## config.mk

```make
export PLATFORM = sky130hd
export DESIGN_NAME = wash_timer_bank
export DESIGN_NICKNAME = d
export VERILOG_FILES = /design/src/rtl/wash_timer_bank.sv
export SDC_FILE = /design/constraint.sdc
export NUM_CORES = 1
export LEC_CHECK = 0
export ABC_AREA = 1
export BUFFER_PORTS_ARGS = -buffer_cell sky130_fd_sc_hd__buf_4
export CAP_MARGIN = 20
export CORE_MARGIN = 2
export CORE_UTILIZATION = 45
export DETAILED_ROUTE_END_ITERATION = 10
export GPL_TIMING_DRIVEN = 1
export PLACE_DENSITY = 0.81
export SLEW_MARGIN = 5
export SYNTH_ARGS = -nofsm -noshare
export SYNTH_HDL_FRONTEND = slang
export SYNTH_SLANG_ARGS = --single-unit
```

## constraint.sdc

```tcl
create_clock -name clk -period 5.57 [get_ports clk]
set_clock_uncertainty 0.05 [all_clocks]
set_input_delay 0.2785 -clock clk [delete_from_list [all_inputs] [get_ports clk]]
set_output_delay 0.2785 -clock clk [all_outputs]
set_load 0.01 [all_outputs]
```

## src/rtl/wash_timer_bank.sv

```systemverilog
// wash_timer_bank
// Bank of N_CH independent programmable interval timers (fill, wash, rinse,
// spin, door-lock delays) driven by one shared prescaler tick.
//
// Ports:
//   clk        rising-edge clock
//   reset      asynchronous, active-high reset
//   start      [N_CH]        per-channel load-and-run strobe (one clock)
//   abort      [N_CH]        per-channel stop; channel goes idle without done
//   pause      [N_CH]        per-channel level hold; count frozen while high
//   periodic   [N_CH]        per-channel mode, captured at start (1 = reload)
//   duration   [N_CH*WIDTH]  per-channel load value, channel i at [i*WIDTH +: WIDTH]
//   done       [N_CH]        registered one-clock expiry pulse
//   busy       [N_CH]        channel in RUN or HOLD
//   paused     [N_CH]        channel in HOLD
//   remaining  [N_CH*WIDTH]  registered live count, same packing as duration
module wash_timer_bank #(
    parameter int N_CH     = 4,
    parameter int WIDTH    = 32,
    parameter int PRESCALE = 1
) (
    input  logic                    clk,
    input  logic                    reset,
    input  logic [N_CH-1:0]         start,
    input  logic [N_CH-1:0]         abort,
    input  logic [N_CH-1:0]         pause,
    input  logic [N_CH-1:0]         periodic,
    input  logic [N_CH*WIDTH-1:0]   duration,
    output logic [N_CH-1:0]         done,
    output logic [N_CH-1:0]         busy,
    output logic [N_CH-1:0]         paused,
    output logic [N_CH*WIDTH-1:0]   remaining
);

    typedef enum logic [1:0] {
        ST_IDLE = 2'd0,
        ST_RUN  = 2'd1,
        ST_HOLD = 2'd2
    } ch_state_t;

    // ------------------------------------------------------------------
    // Shared prescaler: free-running 0..PRESCALE-1, never restarted by
    // channel activity. With PRESCALE=1 the counter sits at 0 and tick is
    // permanently high.
    // ------------------------------------------------------------------
    localparam int PW = (PRESCALE > 1) ? $clog2(PRESCALE) : 1;
    localparam logic [PW-1:0] PRE_LAST = PW'(PRESCALE - 1);

    logic [PW-1:0] pre_q;
    logic          tick;

    assign tick = (pre_q == PRE_LAST);

    // NOTE: sequential state is written with non-blocking assignments only,
    // so every flop samples the pre-edge value of every other flop.
    always_ff @(posedge clk or posedge reset) begin
        if (reset) begin
            pre_q <= '0;
        end else if (tick) begin
            pre_q <= '0;
        end else begin
            pre_q <= pre_q + PW'(1);
        end
    end

    // ------------------------------------------------------------------
    // Per-channel state
    // ------------------------------------------------------------------
    ch_state_t        state_q [N_CH];
    ch_state_t        state_d [N_CH];
    logic [WIDTH-1:0] count_q [N_CH];
    logic [WIDTH-1:0] count_d [N_CH];
    logic [N_CH-1:0]  mode_q;
    logic [N_CH-1:0]  mode_d;
    logic [N_CH-1:0]  done_q;
    logic [N_CH-1:0]  done_d;

    // Next-state logic. Priority per channel: abort > start > pause/tick.
    // A channel leaving HOLD with pause low processes the tick in that same
    // clock, so each HOLD clock costs exactly one tick of delay.
    always_comb begin
        logic [WIDTH-1:0] dur;
        for (int i = 0; i < N_CH; i++) begin
            // NOTE: every signal driven here gets a default before any
            // branch, so no path leaves it unassigned and no latch is inferred.
            state_d[i] = state_q[i];
            count_d[i] = count_q[i];
            mode_d[i]  = mode_q[i];
            done_d[i]  = 1'b0;
            dur        = duration[i*WIDTH +: WIDTH];

            if (abort[i]) begin
                state_d[i] = ST_IDLE;
                count_d[i] = '0;
            end else if (start[i]) begin
                // Restart discards the old count; an expiry in this same
                // clock is dropped because done_d stays low.
                count_d[i] = dur;
                mode_d[i]  = periodic[i];
                state_d[i] = pause[i] ? ST_HOLD : ST_RUN;
            end else if (state_q[i] != ST_IDLE) begin
                if (pause[i]) begin
                    state_d[i] = ST_HOLD;
                end else begin
                    state_d[i] = ST_RUN;
                    if (tick) begin
                        if (count_q[i] == '0) begin
                            // Expiry: zero triggers done rather than a
                            // decrement, so the count never wraps.
                            done_d[i] = 1'b1;
                            if (mode_q[i]) begin
                                count_d[i] = dur;
                            end else begin
                                state_d[i] = ST_IDLE;
                            end
                        end else begin
                            count_d[i] = count_q[i] - 1'b1;
                        end
                    end
                end
            end
        end
    end

    always_ff @(posedge clk or posedge reset) begin
        if (reset) begin
            // NOTE: the per-channel arrays are small flop banks, not RAM, so
            // they are cleared by reset like any other register.
            for (int i = 0; i < N_CH; i++) begin
                state_q[i] <= ST_IDLE;
                count_q[i] <= '0;
            end
            mode_q <= '0;
            done_q <= '0;
        end else begin
            for (int i = 0; i < N_CH; i++) begin
                state_q[i] <= state_d[i];
                count_q[i] <= count_d[i];
            end
            mode_q <= mode_d;
            done_q <= done_d;
        end
    end

    // ------------------------------------------------------------------
    // Outputs
    // ------------------------------------------------------------------
    assign done = done_q;

    for (genvar g = 0; g < N_CH; g++) begin : g_out
        assign busy[g]                      = (state_q[g] != ST_IDLE);
        assign paused[g]                    = (state_q[g] == ST_HOLD);
        assign remaining[g*WIDTH +: WIDTH]  = count_q[g];
    end

endmodule

```

# After elaboration in Yosys (flattened, before gate mapping)
# Index checks and enable logic that the tools add are counted.
[totals]
output_inout_bits = 140
regBits = 145
[classes]
addsub = 5
eq_ne = 16
n_bitwise = 4
n_reduce_logical = 20
muxes = 85
[ops]
columns = ["cell", "count"]
rows = [
  ["$mux 32", 28],
  ["$logic_not 32->1", 4],
  ["$sub 32x1->32 const B", 4],
  ["$mux 2", 20],
  ["$mux 1", 37],
  ["$ne 3x3->1 const B", 8],
  ["$ne 4x4->1 const B", 4],
  ["$reduce_and 4->1", 4],
  ["$reduce_bool 3->1", 4],
  ["$eq 2x2->1 const B", 4],
  ["$reduce_and 2->1", 4],
  ["$reduce_bool 2->1", 4],
  ["$not 1->1", 4],
  ["$add 1x1->1 const B", 1],
]

# Logic depth before layout (Yosys ltp)
# Gate-level depths: netlist of run 1.
[logic_depth]
depth_word = 7
depth_mapped = 13
ltp_nobuf = 12

# Least setup slack after synthesis of run 1
# Ideal clock, no wire load.
[synth_timing]
path_type = "flip-flop to flip-flop"
start = "register count_q, in the netlist remaining[0]"
end = "register count_q, in the netlist remaining[15]"
setup_time_ns = 0.117
setup_slack_ns = 3.706
n_path_buf = 1
arrival_time_ns = 1.696
stages_incl_launch_ff = 12
cell_sequence = "dfrtp_1 -> inv_1 -> ha_1 -> nand2_2 -> nor2_8 -> nand2_4 -> nor2_4 -> nor2_4 -> buf_6 -> or2_0 -> nand3_1 -> nand2_1"
[synth_between]
elab_chain_cells = 7
elab_cells_between_ends = 10
cone_classes = "add/sub: 1; eq/ne: 1; mux: 6; reduce/logical: 2"
[synth_rtl]
columns = ["item", "line_no", "source"]
rows = [
  ["from (decl)", "71", "logic [WIDTH-1:0] count_q [N_CH];"],
  ["from (signal, indexed assignment)", "138", "count_q[i] <= count_d[i];"],
  ["$sub 32x1->32 / $logic_not 32->1 (equally long branches)", "117, 107", ""],
  ["$mux 32", "107", "if (count_q[i] == '0) begin"],
  ["$mux 32", "106", "if (tick) begin"],
  ["$mux 32", "102", "if (pause[i]) begin"],
  ["$mux 32", "101", "end else if (state_q[i] != ST_IDLE) begin"],
  ["$mux 32", "95", "end else if (start[i]) begin"],
  ["$mux 32", "92", "if (abort[i]) begin"],
]
# Parallel ways exist; a longest one is shown, timed or not. The select of a mux whose other input is x is not followed.
# A chain may end at the register's enable or synchronous reset.

# Final worst setup path of run 1
[layout_timing]
start = "register count_q, in the netlist remaining[96]"
end = "register count_q, in the netlist remaining[116]"
# Same word-level chain as after synthesis.

==> results of run 1 <==
-- per-layer routing --
| metal | up-vias | wire [microns] | global-route usage, % |
|---|---|---|---|
| met3 | 75 | 2330 | 4.71 |
| met4 | 0 | 1090 | 10.0 |
| met5 | - | 0 | 0 |
| met1 | 5503 | 13800 | 32.7 |
| met2 | 455 | 15200 | 43.5 |
| li1 | 5905 | - | - |
-- metrics by stage --
stage          power (mW)  hold slack [ns]  instance area (sq um)
3_3_place_gp         2.50            0.413                  12900
6_report             3.83         0.000163                  13700
3_5_place_dp         2.53            0.418                  13000
2_1_floorplan        2.09            0.298                  10700
4_1_cts              3.84           0.0296                  13600
5_1_grt              4.06           0.0479                  13700
-- cell type report --
class / count / share of cell area (%)
inverter: 129 / 3.57
tap: 319 / 2.91
sequential: 144 / 26.3
clock inverter: 12 / 1.50
timing repair buffer: 293 / 16.5
clock buffer: 19 / 3.23
multi-input combinational: 1403 / 46.0
-- registers in the layout, summed over array words and instances, names as in the netlist --
signal,count
done,4
mode_q,4
remaining,128
state_q,8
-- synth_stat cells --
| library cell | instances | share of area, % |
|---|---|---|
| nand3b_1 | 2 | 0.14 |
| nor2_2 | 14 | 0.82 |
| and3_1 | 1 | 0.058 |
| buf_2 | 27 | 1.3 |
| o21bai_1 | 15 | 1.1 |
| o21ai_0 | 58 | 2.7 |
| nor2_1 | 256 | 9.0 |
| dfrtp_1 | 144 | 34 |
| or2_2 | 3 | 0.18 |
| buf_4 | 7 | 0.49 |
| xor2_1 | 42 | 3.4 |
| nand4_2 | 1 | 0.12 |
| clkbuf_2 | 2 | 0.093 |
| inv_2 | 3 | 0.11 |
| nand3_1 | 104 | 4.9 |
| nand4_1 | 20 | 1.2 |
| a21oi_1 | 7 | 0.33 |
| ha_1 | 4 | 0.47 |
| nor3_1 | 5 | 0.23 |
| a21o_1 | 1 | 0.070 |
| nor3b_1 | 1 | 0.070 |
| o31ai_1 | 2 | 0.14 |
| nor2_4 | 9 | 0.95 |
| or2_1 | 4 | 0.23 |
| nand2_2 | 20 | 1.2 |
| o21ai_1 | 67 | 3.1 |
| nor4_1 | 3 | 0.18 |
| nand2_1 | 723 | 25 |
| buf_8 | 1 | 0.14 |
| nand2_4 | 2 | 0.21 |
| nor2_8 | 2 | 0.37 |
| buf_6 | 10 | 1.1 |
| or2_0 | 25 | 1.5 |
| xnor2_1 | 12 | 0.98 |
| inv_1 | 126 | 4.4 |
-- path summary, 6_finish.rpt --
| kind | cells past startpoint | to | startpoint | slack (ns) |
|---|---|---|---|---|
| min in group clk | 3 | mode_q[2] | periodic[2] | 0.04 |
| max in group asynchronous | 3 | remaining[40] | reset | 4.18 |
| worst min-delay path | 2 | remaining[39] | reset | 0.0002 |
| worst min register to register | 2 | state_q[4] | mode_q[1] | 0.44 |
| worst max register to register | 11 | remaining[116] | remaining[96] | 2.28 |
| worst max-delay path | 11 | remaining[116] | remaining[96] | 2.28 |
-- cell families (layout without fill, tap and decap cells) --
group	count (synthesis)	in the layout
compound gates	150	150
xor+xnor	54	54
fa+ha+maj	4	4
buf+inv	176	453
flops	144	144
simple gates	1195	1195
-- power by group through the flow --
stage               Combinational [mW]  Sequential [mW]  Clock (mW)
floorplan                        0.765             1.33           0
global placement                  1.18             1.32           0
detailed placement                1.21             1.32           0
CTS                               1.22             1.31        1.31
global route                      1.38             1.33        1.35
finish                            1.22             1.31        1.30
==> reports/metrics.cfg, run 1 <==
[finish]
layoutNonFillerInstCount=2319
final_common_cell=nand2_1
fill_cells=2287
final_nets=2138
drive_gt1_share_pct=18.7
multi_input_area_sq_um=6300
n_antenna_cell=0
area_growth_pct=27.9
layout_common_cells=nand2_1, buf_4, nor2_1, dfrtp_1, inv_1
register_area_sq_um=3600
finish.utilization_pct=58.5

[global_route]
grt_pass1_vias=11200
grtUsageTotal_pct=25.7
grt_pass1_wl_microns=52500
globalRouteOverflowTotal=0
grt_max_degree=96
antenna_found_initial=0

[timing]
finalCriticalPeriod_ns=3.29
fmax_ghz=0.304
setup-violations-final=0
hold_viol=0
maxSlewViolCount=0
relSlewSlack_pct=27.6
worst_pin_slew_ns=1.08
rsz0062_at_grt=no
period_share_pct=59.0
setup_slack_ns=2.28
setup_tns_ns=0

[place]
dp_slack_ns=2.38
gp_congestion=0.919
dp.cells=2282
numPortBuffers=285
hpwl_microns=23700

[floorplan]
rows=56
ios=286
fp.dieH_microns=158
start_util_pct=45.8
coreArea_sq_um=23400
dieArea_sq_um=25100
fp.dieW_microns=158

[clock_tree]
clock_path_buffers=2
cts.clk_slew.worst_paths_ns=0.06
cts-root-buf=clkbuf_16
tritoncts=yes
ctsResizeCount=0
cts-htree-levels=4
numCtsBuffers=17
postCtsSetupBuffers=0
cts_hold_buffers=4
cts_sinks=144
clkLatencyLatePin_ns=0.43

[critical_path]
critPathRequiredTime_ns=5.87
cp_common_cell=nand2_1
critPathKind=flop to flop
cp_max_fo=29
startpoint_type=flop
crit_path_end_kind=flop
crit_slowest_cell=nor2_2
cp_num_buf_inv=1
cp_slowest_stage_delay_ns=1.09
cp.arrival_ns=3.59
cp_top_family=simple AND/OR/NAND/NOR gates
crit_path_cell_trace=inv_1 -> ha_1 -> nand2_2 -> nor2_8 -> nand2_1 -> nor2_1 -> nand3_1 -> nand2_1 -> nor2_2 -> nand3_1 -> nand2_1

[drt]
drcViolationCount=0
drt-total-wl_microns=32400
drtIter0Drc=872
ant_nets=0
routedWlPerCell_microns=14.0
vias=11900
dr.pass1.iters=5
viasPerCell=5.15

[power_and_ir_drop]
clkPwrFrac_pct=33.9
power.density_nw_per_um2=280
vdd.ir_drop.worst_mv=0.153
comb_power_share_pct=31.9
p_switching_mw=1.39
cellInternalPower_mw=2.44
netSwitchingFraction_pct=36.4
seqPwrFrac_pct=34.2
leakagePower_nw=7.27

[yosys]
synthAdderAreaFrac_pct=0.467
syn_inst=1723
synth-compound-area-share_pct=7.43
yosysSeqAreaShare_pct=33.6
yosysWarnings=0
syn_area_sq_um=10700
synthMuxAreaShare_pct=0
postSynthAreaPerCell_sq_um=6.22
synth_top_family_by_area=simple AND/OR/NAND/NOR gates
ys_types=35
syn_nets=1873
synthXorXnorAreaFrac_pct=4.41
yosys.area_share.simple_pct=46.5
ys_seq_elements=144

[hold_path]
hold_path_class=input pin to async pin

[outcome]
outcome=finished clean

[run]
cap_viol_max_count=0

(Power assumes the default switching activity.)
==> run 2: changes to the inputs <==
--- a/config.mk
+++ b/config.mk
@@ -12,7 +12,7 @@
 export CORE_UTILIZATION = 45
 export DETAILED_ROUTE_END_ITERATION = 10
 export GPL_TIMING_DRIVEN = 1
-export PLACE_DENSITY = 0.81
+export PLACE_DENSITY = 0.84
 export SLEW_MARGIN = 5
 export SYNTH_ARGS = -nofsm -noshare
 export SYNTH_HDL_FRONTEND = slang
==> constraint.sdc (replaced) <==
create_clock -name clk -period 2.82 [get_ports clk]
set_clock_uncertainty 0.05 [all_clocks]
set_input_delay 0.141 -clock clk [delete_from_list [all_inputs] [get_ports clk]]
set_output_delay 0.141 -clock clk [all_outputs]
set_load 0.01 [all_outputs]
==> run 2 against run 1 <==
Against the previous run: largest power group is now combinational logic; non-clock buffer count up 138; critical endpoint is now remaining[16]; combinational power up 110%; sequential share of layout area down 2.2 points; power up 92%; sequential power up 98%; sequential cell count unchanged; hold slack better by 0.0088 ns; die area unchanged; critical path depth down 1; via count up 5.7%; register-to-register slack worse by 1.9 ns.
==> reports/metrics.cfg, run 2 (same netlist as run 1, synthesis figures left out) <==
[timing]
hold_viol=0
period_share_pct=86.2
rsz0062_at_grt=no
finalCriticalPeriod_ns=2.43
worst_pin_slew_ns=1.04
setup_tns_ns=0
maxSlewViolCount=0
setup-violations-final=0
relSlewSlack_pct=30.5
fmax_ghz=0.411
setup_slack_ns=0.390

[floorplan]
ios=286
dieArea_sq_um=25100
coreArea_sq_um=23400
rows=56
fp.dieH_microns=158
start_util_pct=45.8
fp.dieW_microns=158

[finish]
register_area_sq_um=3600
area_growth_pct=39.4
drive_gt1_share_pct=17.9
final_nets=2276
fill_cells=2009
multi_input_area_sq_um=6300
layout_common_cells=nand2_1, buf_4, nor2_1, dfrtp_1, dlygate4sd3_1
final_common_cell=nand2_1
largest_reg_flops=128

[power_and_ir_drop]
leakagePower_nw=7.80
power.density_nw_per_um2=494
seqPwrFrac_pct=35.1
netSwitchingFraction_pct=37.7
vdd.ir_drop.worst_mv=0.326
clkPwrFrac_pct=29.7
p_switching_mw=2.78
cellInternalPower_mw=4.59
comb_power_share_pct=35.2

[clock_tree]
clock_path_buffers=2
cts-root-buf=clkbuf_16
tritoncts=yes
clkLatencyLatePin_ns=0.43
cts.clk_slew.worst_paths_ns=0.07
postCtsSetupBuffers=0
cts-htree-levels=4
cts_sinks=144
numCtsBuffers=17

[drt]
drt-total-wl_microns=35000
ant_nets=0
viasPerCell=5.14
routedWlPerCell_microns=14.3
drcViolationCount=0
vias=12600
dr.pass1.iters=5
drtIter0Drc=888

[global_route]
grt_max_degree=145
antenna_found_initial=0
grtUsageTotal_pct=27.5
grt_pass1_wl_microns=56100
globalRouteOverflowTotal=0
grt_pass1_vias=11800

[critical_path]
startpoint_type=flop
cp_common_cell=nor2_4
cp_slowest_stage_delay_ns=0.78
crit_path_cell_trace=inv_1 -> ha_1 -> nand2_2 -> nor2_8 -> nand2_4 -> nor2_4 -> nor2_4 -> o21ai_0 -> nand3_1 -> nand2_1
cp_max_fo=53
crit_path_end_kind=flop
critPathRequiredTime_ns=3.08
crit_slowest_cell=nor2_4
critPathKind=flop to flop
cp.arrival_ns=2.69

[outcome]
outcome=finished clean

[place]
gp_congestion=0.898
hpwl_microns=23800
dp_slack_ns=0.403
numPortBuffers=285

[run]
cap_viol_max_count=0

[hold_path]
hold_path_class=input pin to flop

-- run 2: cell types whose count changed in the layout (fill, tap and decap cells not counted), moves of 2 or more --
cell,change
buf_12,+2
buf_16,-2
buf_4,+11
bufinv_16,-4
clkinv_2,+2
dlygate4sd3_1,+128
inv_6,-3
-- run 2: worst max-delay path: cells and delay by family, from the launching register on --
| kind | cells | cell delay (ns) |
|---|---|---|
| flops | 1 | 0.36 |
| buf+inv | 1 | 0.08 |
| compound gates | 1 | 0.23 |
| fa+ha+maj | 1 | 0.24 |
| simple gates | 7 | 1.33 |
-- run 2: worst paths after layout --
path / from / to / slack, ns / depth (start not counted)
worst max-delay path: remaining[0] / remaining[16] / 0.39 / 10
worst min-delay path: duration[60] / remaining[60] / 0.009 / 5
worst max register to register: remaining[0] / remaining[16] / 0.39 / 10
worst min register to register: mode_q[2] / state_q[2] / 0.45 / 2
max in group asynchronous: reset / remaining[114] / 1.66 / 4
min in group asynchronous: reset / remaining[51] / 0.48 / 4
-- run 2: what timing repair did --
action / 4_1_cts / 5_1_grt
hold buffers: 132 / 0
resized for setup: 0 / 0
endpoints found under the hold margin: 269 / 0
-- run 2: power groups by stage --
stage	Sequential, mW	Combinational, mW	Clock [mW]
after floorplan	2.62	1.51	0
after global routing	2.62	2.90	2.30
after CTS	2.58	2.56	2.23
after global placement	2.60	2.35	0
after detailed placement	2.61	2.41	0
final	2.59	2.60	2.19
-- run 2: final cells by class --
cell class | count | area share (%)
clock buffer | 21 | 3.08
clock inverter | 9 | 0.578
tap | 319 | 2.67
inverter | 129 | 3.27
antenna | 1 | 0.0168
multi-input combinational | 1403 | 42.2
timing repair buffer | 431 | 24.0
sequential | 144 | 24.1
-- run 2: through the flow --
step                      util (%)  hold slack [ns]  area [sq um]  power (mW)  instances
final                         63.8          0.00895         14900        7.37       2457
after global placement        55.8            0.279         13100        4.95       2294
after global routing          63.8           0.0107         14900        7.82       2456
after detailed placement      55.8            0.279         13100        5.02       2294
after floorplan                  -            0.160         10700        4.13       1723
after CTS                     63.8         0.000918         14900        7.38       2456
-- run 2: routing by layer --
metal	share of wire (%)	up-vias	GRT usage, %
met5	0	-	0
met4	3.5	0	11.7
met3	6.9	104	4.76
met2	49	517	47.5
met1	41	5808	33.9
li1	-	6192	-
